<file path="src/rtl/pvt_delay_sequencer.sv">
// ---------------------------------------------------------------------------
// pvt_delay_sequencer
//
// Sequences repeated measurements of a clk-to-q + setup delay-chain monitor.
// Each run pulses the chain start, records the monitor's free-running
// counter, waits for a fresh rising edge on the chain event tap and
// accumulates the counter difference. After 2**AVG_LOG2 runs the truncated
// average is offered on a valid/ready port. A run that sees no event within
// TIMEOUT cycles aborts the whole batch and reports result_tout with data 0.
//
// Ports
//   clk           measurement clock, all logic on posedge
//   rst           asynchronous active-high reset
//   trig          request one averaged measurement (honoured in IDLE only)
//   meas_start    one-cycle start pulse to the delay-chain monitor
//   measured_cnt  monitor free-running counter
//   meas_event    delay-chain event tap, rising edge ends a run
//   busy          high whenever the sequencer is not idle
//   result_data   averaged counter delta (0 when timed out)
//   result_tout   batch aborted on timeout
//   result_valid  result qualifier
//   result_ready  consumer accepts on valid & ready
// ---------------------------------------------------------------------------
module pvt_delay_sequencer #(
  parameter int CNT_WIDTH = 8,
  parameter int AVG_LOG2  = 2,
  parameter int TIMEOUT   = 200
) (
  input  logic                 clk,
  input  logic                 rst,
  input  logic                 trig,
  output logic                 meas_start,
  input  logic [CNT_WIDTH-1:0] measured_cnt,
  input  logic                 meas_event,
  output logic                 busy,
  output logic [CNT_WIDTH-1:0] result_data,
  output logic                 result_tout,
  output logic                 result_valid,
  input  logic                 result_ready
);

  // Accumulator is wide enough to hold 2**AVG_LOG2 full-scale deltas.
  localparam int ACC_WIDTH = CNT_WIDTH + AVG_LOG2;
  // Keep the run index at least one bit wide so AVG_LOG2 = 0 still elaborates.
  localparam int RUN_WIDTH = (AVG_LOG2 > 0) ? AVG_LOG2 : 1;

  localparam logic [RUN_WIDTH-1:0] LAST_RUN  = RUN_WIDTH'((1 << AVG_LOG2) - 1);
  localparam logic [RUN_WIDTH-1:0] RUN_ONE   = RUN_WIDTH'(1);
  localparam logic [RUN_WIDTH-1:0] RUN_ZERO  = RUN_WIDTH'(0);
  localparam logic [ACC_WIDTH-1:0] ACC_ZERO  = ACC_WIDTH'(0);
  localparam logic [CNT_WIDTH-1:0] CNT_ZERO  = CNT_WIDTH'(0);
  localparam logic [15:0]          WAIT_LAST = 16'(TIMEOUT - 1);

  typedef enum logic [1:0] {
    S_IDLE  = 2'd0,
    S_START = 2'd1,
    S_WAIT  = 2'd2,
    S_DONE  = 2'd3
  } state_t;

  state_t                 state_q, state_d;
  logic [ACC_WIDTH-1:0]   acc_q, acc_d;
  logic [RUN_WIDTH-1:0]   run_idx_q, run_idx_d;
  logic [15:0]            wait_cnt_q, wait_cnt_d;
  logic [CNT_WIDTH-1:0]   cnt0_q, cnt0_d;
  logic                   ev_q, ev_d;
  logic                   meas_start_q, meas_start_d;
  logic                   busy_q, busy_d;
  logic                   result_valid_q, result_valid_d;
  logic [CNT_WIDTH-1:0]   result_data_q, result_data_d;
  logic                   result_tout_q, result_tout_d;

  logic                   rise;
  logic                   last_run;
  logic                   wait_expired;
  logic [CNT_WIDTH-1:0]   delta;
  logic [ACC_WIDTH-1:0]   acc_sum;

  // Only a fresh 0->1 relative to the previous sampled tap ends a run.
  assign rise         = meas_event & ~ev_q;
  assign last_run     = (run_idx_q == LAST_RUN);
  assign wait_expired = (wait_cnt_q == WAIT_LAST);
  // Modular subtraction makes a counter wrap between start and event harmless.
  assign delta        = measured_cnt - cnt0_q;
  assign acc_sum      = acc_q + ACC_WIDTH'(delta);

  // State register.
  always_ff @(posedge clk or posedge rst) begin
    if (rst) begin
      state_q <= S_IDLE;
    end else begin
      state_q <= state_d;
    end
  end

  // Next-state logic; an event rise wins over a same-cycle timeout.
  always_comb begin
    state_d = state_q;
    case (state_q)
      S_IDLE: begin
        if (trig) begin
          state_d = S_START;
        end else begin
          state_d = S_IDLE;
        end
      end
      S_START: begin
        state_d = S_WAIT;
      end
      S_WAIT: begin
        if (rise) begin
          if (last_run) begin
            state_d = S_DONE;
          end else begin
            state_d = S_START;
          end
        end else if (wait_expired) begin
          state_d = S_DONE;
        end else begin
          state_d = S_WAIT;
        end
      end
      S_DONE: begin
        if (result_valid_q && result_ready) begin
          state_d = S_IDLE;
        end else begin
          state_d = S_DONE;
        end
      end
      default: begin
        state_d = S_IDLE;
      end
    endcase
  end

  // Datapath and output next values; outputs are decoded from the next state
  // so that the registered copies line up with the state they describe.
  always_comb begin
    acc_d          = acc_q;
    run_idx_d      = run_idx_q;
    wait_cnt_d     = wait_cnt_q;
    cnt0_d         = cnt0_q;
    ev_d           = ev_q;
    result_data_d  = result_data_q;
    result_tout_d  = result_tout_q;
    meas_start_d   = (state_d == S_START);
    busy_d         = (state_d != S_IDLE);
    result_valid_d = (state_d == S_DONE);
    case (state_q)
      S_IDLE: begin
        acc_d     = ACC_ZERO;
        run_idx_d = RUN_ZERO;
      end
      S_START: begin
        cnt0_d     = measured_cnt;
        ev_d       = meas_event;
        wait_cnt_d = 16'd0;
      end
      S_WAIT: begin
        ev_d = meas_event;
        if (rise) begin
          acc_d = acc_sum;
          if (last_run) begin
            result_data_d = acc_sum[ACC_WIDTH-1:AVG_LOG2];
            result_tout_d = 1'b0;
          end else begin
            run_idx_d = run_idx_q + RUN_ONE;
          end
        end else if (wait_expired) begin
          result_data_d = CNT_ZERO;
          result_tout_d = 1'b1;
        end else begin
          wait_cnt_d = wait_cnt_q + 16'd1;
        end
      end
      S_DONE: begin
        // Result registers hold until the next batch completes.
        result_data_d = result_data_q;
      end
      default: begin
        acc_d     = ACC_ZERO;
        run_idx_d = RUN_ZERO;
      end
    endcase
  end

  // Datapath and output registers.
  always_ff @(posedge clk or posedge rst) begin
    if (rst) begin
      acc_q          <= ACC_ZERO;
      run_idx_q      <= RUN_ZERO;
      wait_cnt_q     <= 16'd0;
      cnt0_q         <= CNT_ZERO;
      ev_q           <= 1'b0;
      meas_start_q   <= 1'b0;
      busy_q         <= 1'b0;
      result_valid_q <= 1'b0;
      result_data_q  <= CNT_ZERO;
      result_tout_q  <= 1'b0;
    end else begin
      acc_q          <= acc_d;
      run_idx_q      <= run_idx_d;
      wait_cnt_q     <= wait_cnt_d;
      cnt0_q         <= cnt0_d;
      ev_q           <= ev_d;
      meas_start_q   <= meas_start_d;
      busy_q         <= busy_d;
      result_valid_q <= result_valid_d;
      result_data_q  <= result_data_d;
      result_tout_q  <= result_tout_d;
    end
  end

  assign meas_start   = meas_start_q;
  assign busy         = busy_q;
  assign result_valid = result_valid_q;
  assign result_data  = result_data_q;
  assign result_tout  = result_tout_q;

endmodule
</file>
<file path="config.mk">
export PLATFORM = sky130hd
export DESIGN_NAME = pvt_delay_sequencer
export DESIGN_NICKNAME = d
export VERILOG_FILES = /design/src/rtl/pvt_delay_sequencer.sv
export SDC_FILE = /design/constraint.sdc
export NUM_CORES = 1
export LEC_CHECK = 0
export ABC_AREA = 1
export CAP_MARGIN = 20
export CELL_PAD_IN_SITES_DETAIL_PLACEMENT = 0
export CELL_PAD_IN_SITES_GLOBAL_PLACEMENT = 2
export CORE_MARGIN = 2
export CORE_UTILIZATION = 33
export DETAILED_ROUTE_END_ITERATION = 8
export DONT_BUFFER_PORTS = 1
export PLACE_DENSITY_LB_ADDON = 0.1
export SETUP_SLACK_MARGIN = 0.1
export SLEW_MARGIN = 20
export SYNTH_ARGS = -nofsm -noshare
export SYNTH_HDL_FRONTEND = slang
export SYNTH_SLANG_ARGS = --single-unit
export TNS_END_PERCENT = 20
</file>
<file path="constraint.sdc">
create_clock -name clk -period 2.4 [get_ports clk]
set_input_delay 0.24 -clock clk [delete_from_list [all_inputs] [get_ports clk]]
set_output_delay 0.24 -clock clk [all_outputs]
set_load 0.1 [all_outputs]
</file>
==> run summary, run 1 <==
status: finished clean
diode count: 0
crit path from: cnt0_q[0]
register bit total from synthesis: 51
clk slew on worst S/H paths: 0.10 ns
Synth top area share: 37.96%
critical path class: reg -> reg
post-DP HPWL: 6505 µm
Wirelength per Cell: 13.58 µm
GR Util met1: 21.15%
Worst-Skew Late Latency: 0.31 ns
GR Layer Usage met2: 28.90%
worst vdd ir: 440.1 µV
root buffer cell: clkbuf_8
DR iter-0 viols: 90
DRT antenna net count: 0
first-pass GRT wire length: 14,420 µm
Top FF cell, synth: dfrtp_1
final setup violation count: 0
async set or reset register ratio after synthesis: 100.0%
clk_skew: 0.01127 ns
Worst R2R Start: cnt0_q[0]
synthesized cell area: 0.003362 mm²
GR peak layer: met2
synth top area cells: dfrtp_1 38%, nand2_1 16%, ha_1 8.2%
commonest cells in the netlist: 147 x nand2_1, 55 x inv_1, 51 x dfrtp_1
max-slew violation count: 0
CP arrival: 2.58 ns
Clock Sinks: 51
final hold violations: 0
DIE HEIGHT: 104.9 µm
met3 Use GR: 2.059%
fillers: 1,064
GR Overflow Total: 0
Post-Synthesis Cells: 457
CP Launch Type: register
core area: 0.009819 mm²
GPL Wtd Cong: 0.8031
Worst-Margin Slew: 0.8995 ns
Reg2Reg Depth: 14
CTS tree: done
Synth Area per Inst: 7.357 µm²
unrepaired setup endpoints after global routing: yes
# DRC: 0
cts bufs inserted: 5
post-synthesis cell type count: 36
Die ar.: 0.01101 mm²
Lkg Pwr: 2.045 nW
Synth area leader: dfrtp_1
Max-Cap Viols: 0
CTS Buffer Depth: 2
vias per cell: 4.649
Core Util, Final: 41.87%
row count: 36
Tcrit/Tclk final: 99.12%
CP endpoint: result_data[5]
setup TNS: 0 ns
Vias: 2,924
Worst slew margin: 40.04%
pin count of the biggest net entering global routing: 22
CP required: 2.60 ns
Port Buffers: 0
Post-Route WL: 8543 µm
die width: 104.9 µm
vias in the first global route: 2,888
critical-path maximum fanout: 4
synthesis-to-layout area growth: 22.29%
share of layout cells above drive strength 1: 22.78%
PwrDens: 1335 mW/mm²
drt first pass iters: 4
post-route design area: 0.004111 mm²
min cycle time layout: 2.379 ns
sequential fraction of the synthesis area: 37.96%
Nets: 532
initial antenna violation count: 0
most frequent cell after synthesis: nand2_1
synth warn: 0
register area: 0.001276 mm²
DP Area: 0.003715 mm²
Total Routing Usage GR: 16.43%
effective utilization at floorplan: 34.24%
CP Capture Type: register
footprint of the multi-input gates: 0.002014 mm²
EDFF count, synth: 0
Mapped Nets: 494
setup slack, reg-to-reg: 0.02 ns
FF-to-FF End: result_data[5]
CTS H-tree depth: 2
worst hold-check path type: in -> reg
io pins: 25
Max Fclk: 0.4204 GHz
## worst max-delay path: stages, from the launching register on
cell	delay, ns
dfrtp_1	0.36
ha_2	0.19
inv_2	0.05
fa_2	0.35
a31oi_1	0.18
xor2_1	0.20
inv_2	0.08
ha_4	0.31
nand2_4	0.06
nor2_2	0.10
nand3_2	0.11
nand2_2	0.07
nand2_1	0.06
nand4_1	0.10
nand2_1	0.05
## power by group
group          internal, W  leakage [nW]  switching (W)  total, W
Combinational      0.00147          1.30        0.00206   0.00352
Clock             0.000338        0.0612       0.000306  0.000644
Sequential         0.00106         0.680       0.000259   0.00132
Total              0.00287          2.05        0.00262   0.00549
## per-stage QoR
stage | hold WS (ns) | setup WS (ns) | cells | total power, W
after floorplan | 0.3566 | 0.1391 | 457 | 0.003300
after global placement | 0.1262 | -0.2345 | 615 | 0.004233
after detailed placement | 0.1291 | -0.2184 | 615 | 0.004213
after CTS | 0.03571 | -0.06053 | 626 | 0.005187
after global routing | 0.04128 | -0.1926 | 629 | 0.006034
final | 0.04116 | 0.02109 | 629 | 0.005490
## worst min-delay path by stage
stage                    start            end  cells past startpoint
3_3_place_gp               rst     meas_start                      1
2_1_floorplan  measured_cnt[7]      cnt0_q[7]                      2
3_5_place_dp               rst  wait_cnt_q[0]                      1
5_1_grt             meas_event           ev_q                      2
4_1_cts             meas_event           ev_q                      2
6_report            meas_event           ev_q                      2
## final cells by class
| class | count | area share (%) |
|---|---|---|
| clock inverters | 2 | 0.8521 |
| clock buffers | 6 | 2.009 |
| flip-flops and latches | 51 | 31.04 |
| multi-input cells | 335 | 49.00 |
| well taps | 133 | 4.047 |
| inverters | 65 | 6.056 |
| repair buffers | 37 | 6.999 |
## registers in the layout, indices dropped and copies added, names as in the netlist, 2 cells and up
| signal | flops |
|---|---|
| acc_q | 10 |
| cnt0_q | 8 |
| result_data | 8 |
| run_idx_q | 2 |
| state_q | 2 |
| wait_cnt_q | 16 |
## cells in the final DEF, fill, tap and decap left out, types with 7 or more instances in the layout
cell / instances
nor2_1: 37
xor2_1: 7
nand2_2: 10
o21ai_0: 10
buf_4: 34
nand3_1: 32
inv_2: 16
inv_1: 48
o21ai_1: 12
dfrtp_1: 51
ha_1: 15
nand4_1: 12
o21ai_2: 10
nand2_1: 136
## cell families (layout without fill, tap and decap cells)
| kind of cell | count (synthesis) | in the layout | synth area share, % |
|---|---|---|---|
| xor+xnor | 14 | 14 | 3.647 |
| simple gates | 248 | 248 | 31.22 |
| compound gates | 49 | 49 | 9.007 |
| flops | 51 | 51 | 37.96 |
| buf+inv | 71 | 110 | 8.783 |
| fa+ha+maj | 24 | 24 | 9.378 |
## routing by layer
metal,share of wire [%],vias to the layer above
met5,0,-
met4,1.3,0
met3,2.1,10
met2,50,30
met1,46,1352
li1,-,1532
## repair_timing
item / 4_1_cts / 5_1_grt
resized for setup: 24 / 30
hold buffers: 1 / 0
endpoints found under the setup margin: 12 / 16
buffers inserted: 2 / 3
pin swaps: 19 / 24
hold endpoints to repair: 15 / 0
Note: power is estimated with default switching activity, not from simulation.
==> run 2: changes to the inputs <==
CORE_UTILIZATION = 37   (was 33)
MAX_ROUTING_LAYER = met4   (was unset)
REMOVE_ABC_BUFFERS = 1   (was unset)
clock period = 2.71 ns   (was 2.4 ns; I/O delays follow)
==> run summary, run 2 (synthesis results as in run 1) <==
core area: 0.008763 mm² (was 0.009819 mm²)
synthesis-to-layout area growth: 11.09% (was 22.29%)
CTS Buffer Depth: 2 (unchanged)
min cycle time layout: 2.532 ns (was 2.379 ns)
# DRC: 0 (unchanged)
io pins: 25 (unchanged)
CTS tree: done (unchanged)
Vias: 2,848 (was 2,924)
critical path class: reg -> reg (unchanged)
post-DP HPWL: 6346 µm (was 6505 µm)
DIE HEIGHT: 99.32 µm (was 104.9 µm)
DR iter-0 viols: 87 (was 90)
max-slew violation count: 0 (unchanged)
Clock Sinks: 51 (unchanged)
Largest regs: wait_cnt_q (16), acc_q (10) (unchanged)
root buffer cell: clkbuf_8 (unchanged)
Tcrit/Tclk final: 93.44% (was 99.12%)
most frequent cells in the layout: 140 x nand2_1, 51 x inv_1, 51 x dfrtp_1 (was 136 x nand2_1, 51 x dfrtp_1, 48 x inv_1)
setup TNS: 0 ns (unchanged)
pin count of the biggest net entering global routing: 25 (was 22)
die width: 99.32 µm (was 104.9 µm)
share of layout cells above drive strength 1: 14.29% (was 22.78%)
CP arrival: 2.74 ns (was 2.58 ns)
critical-path maximum fanout: 4 (unchanged)
slowest cell on the critical path: fa_2 (was dfrtp_1)
Port Buffers: 0 (unchanged)
fillers: 929 (was 1,064)
number of flip-flops in the largest register: 16 (unchanged)
Max Fclk: 0.3949 GHz (was 0.4204 GHz)
Die ar.: 0.009864 mm² (was 0.01101 mm²)
DRT antenna net count: 0 (unchanged)
Final Total Pwr: 0.004281 W (was 0.005490 W)
final setup violation count: 0 (unchanged)
Post-Route WL: 8276 µm (was 8543 µm)
commonest non-fill, non-tap cell in the layout: nand2_1 (unchanged)
Max-Cap Viols: 0 (unchanged)
initial antenna violation count: 0 (unchanged)
Wirelength per Cell: 14.34 µm (was 13.58 µm)
Total Routing Usage GR: 18.61% (was 16.43%)
first-pass GRT wire length: 14,120 µm (was 14,420 µm)
Lkg Pwr: 1.880 nW (was 2.045 nW)
diode count: 0 (unchanged)
CP Capture Type: register (unchanged)
CP required: 2.91 ns (was 2.60 ns)
worst vdd ir: 570.0 µV (was 440.1 µV)
Worst-Margin Slew: 0.9154 ns (was 0.8995 ns)
status: finished clean (unchanged)
vias in the first global route: 2,905 (was 2,888)
Worst-Skew Late Latency: 0.31 ns (about the same)
Nets: 505 (was 532)
clk_skew: 0.009971 ns (was 0.01127 ns)
row count: 34 (was 36)
CP Cell Sequence: ha_2, inv_2, fa_2, a31oi_4, xor2_1, inv_1, ha_4, nand2_2, nor2_1, nand3_1, nand2_1, nand2_2, nand4_1, nand2_1 (was ha_2, inv_2, fa_2, a31oi_1, xor2_1, inv_2, ha_4, nand2_4, nor2_2, nand3_2, nand2_2, nand2_1, nand4_1, nand2_1)
GR Overflow Total: 0 (unchanged)
GPL Wtd Cong: 0.8886 (was 0.8031)
final hold violations: 0 (unchanged)
effective utilization at floorplan: 38.36% (was 34.24%)
vias per cell: 4.936 (was 4.649)
CP Launch Type: register (unchanged)
CTS H-tree depth: 2 (unchanged)
PwrDens: 1146 mW/mm² (was 1335 mW/mm²)
unrepaired setup endpoints after global routing: yes (unchanged)
max incr delay on CP: 0.43 ns (was 0.36 ns)
Worst slew margin: 38.97% (was 40.04%)
cts bufs inserted: 5 (unchanged)
drt first pass iters: 4 (unchanged)
worst hold-check path type: in -> reg (unchanged)
clk slew on worst S/H paths: 0.10 ns (about the same)
Biggest register: wait_cnt_q (unchanged)
run 2: cell count changes in the layout (fill, tap and decap cells not counted), sizes merged:
cell / delta
buf: -27
clkbuf: -1
clkinv: +1
run 2: layout make-up:
class / count / area, µm² / share of cell area [%]
multi-input combinational: 335 / 1881 / 50.35
timing repair buffer: 10 / 81.33 / 2.178
clock inverter: 3 / 43.79 / 1.173
tap: 108 / 135.1 / 3.618
clock buffer: 5 / 68.82 / 1.843
sequential: 51 / 1276 / 34.17
inverter: 65 / 249.0 / 6.667
run 2: metrics by stage:
| stage | utilization [%] | setup WS [ns] | hold slack (ns) | instance area, µm² | cells |
|---|---|---|---|---|---|
| 2_1_floorplan | - | 0.4491 | 0.3876 | 3316 | 451 |
| 3_3_place_gp | 39.89 | 0.03098 | 0.2303 | 3496 | 565 |
| 3_5_place_dp | 39.89 | 0.08074 | 0.2278 | 3496 | 565 |
| 4_1_cts | 41.43 | 0.1280 | 0.06208 | 3631 | 574 |
| 5_1_grt | 42.62 | 0.009655 | 0.06709 | 3735 | 577 |
| 6_report | 42.62 | 0.1777 | 0.07322 | 3735 | 577 |
run 2: repair_timing:
item,4_1_cts,5_1_grt
gates resized for setup,1,26
pin swaps,0,16
setup buffers,0,3
hold buffers,1,0
hold endpoints to repair,22,0
endpoints found under the setup margin,6,12
run 2: routing by layer:
metal  part of all wire, %  vias to the layer above  GRT usage [%]
met1                    47                     1323          23.81
li1                      -                     1477              -
met2                    48                       37          30.67
met3                   2.9                       11          2.741
met5                     0                        -              -
met4                   1.9                        0          5.585
run 2: path summary, 6_finish.rpt:
kind / from / end / slack (ns) / cells after the start
max in group asynchronous: rst / result_data[6] / 1.65 / 3
worst max-delay path: cnt0_q[0] / acc_q[7] / 0.18 / 14
worst min register to register: run_idx_q[1] / run_idx_q[1] / 0.49 / 2
worst max register to register: cnt0_q[0] / acc_q[7] / 0.18 / 14
worst min-delay path: measured_cnt[7] / cnt0_q[7] / 0.07 / 2
min in group asynchronous: rst / cnt0_q[7] / 0.45 / 2
run 2: worst max-delay path, delay by kind of cell, from the launching register on:
| family | cells | cell delay, ns |
|---|---|---|
| adders and majority gates | 3 | 0.93 |
| xor gates and xnor gates | 1 | 0.20 |
| and+or+nand+nor | 7 | 0.61 |
| AOI/OAI and AO/OA | 1 | 0.15 |
| DFF | 1 | 0.38 |
| buffers and inverters | 2 | 0.15 |
run 2: power by group:
group | internal (W) | switching (W) | total, W
registers | 0.000938 | 0.000311 | 0.00125
logic | 0.000908 | 0.00157 | 0.00248
clock network | 0.000276 | 0.000273 | 0.000548
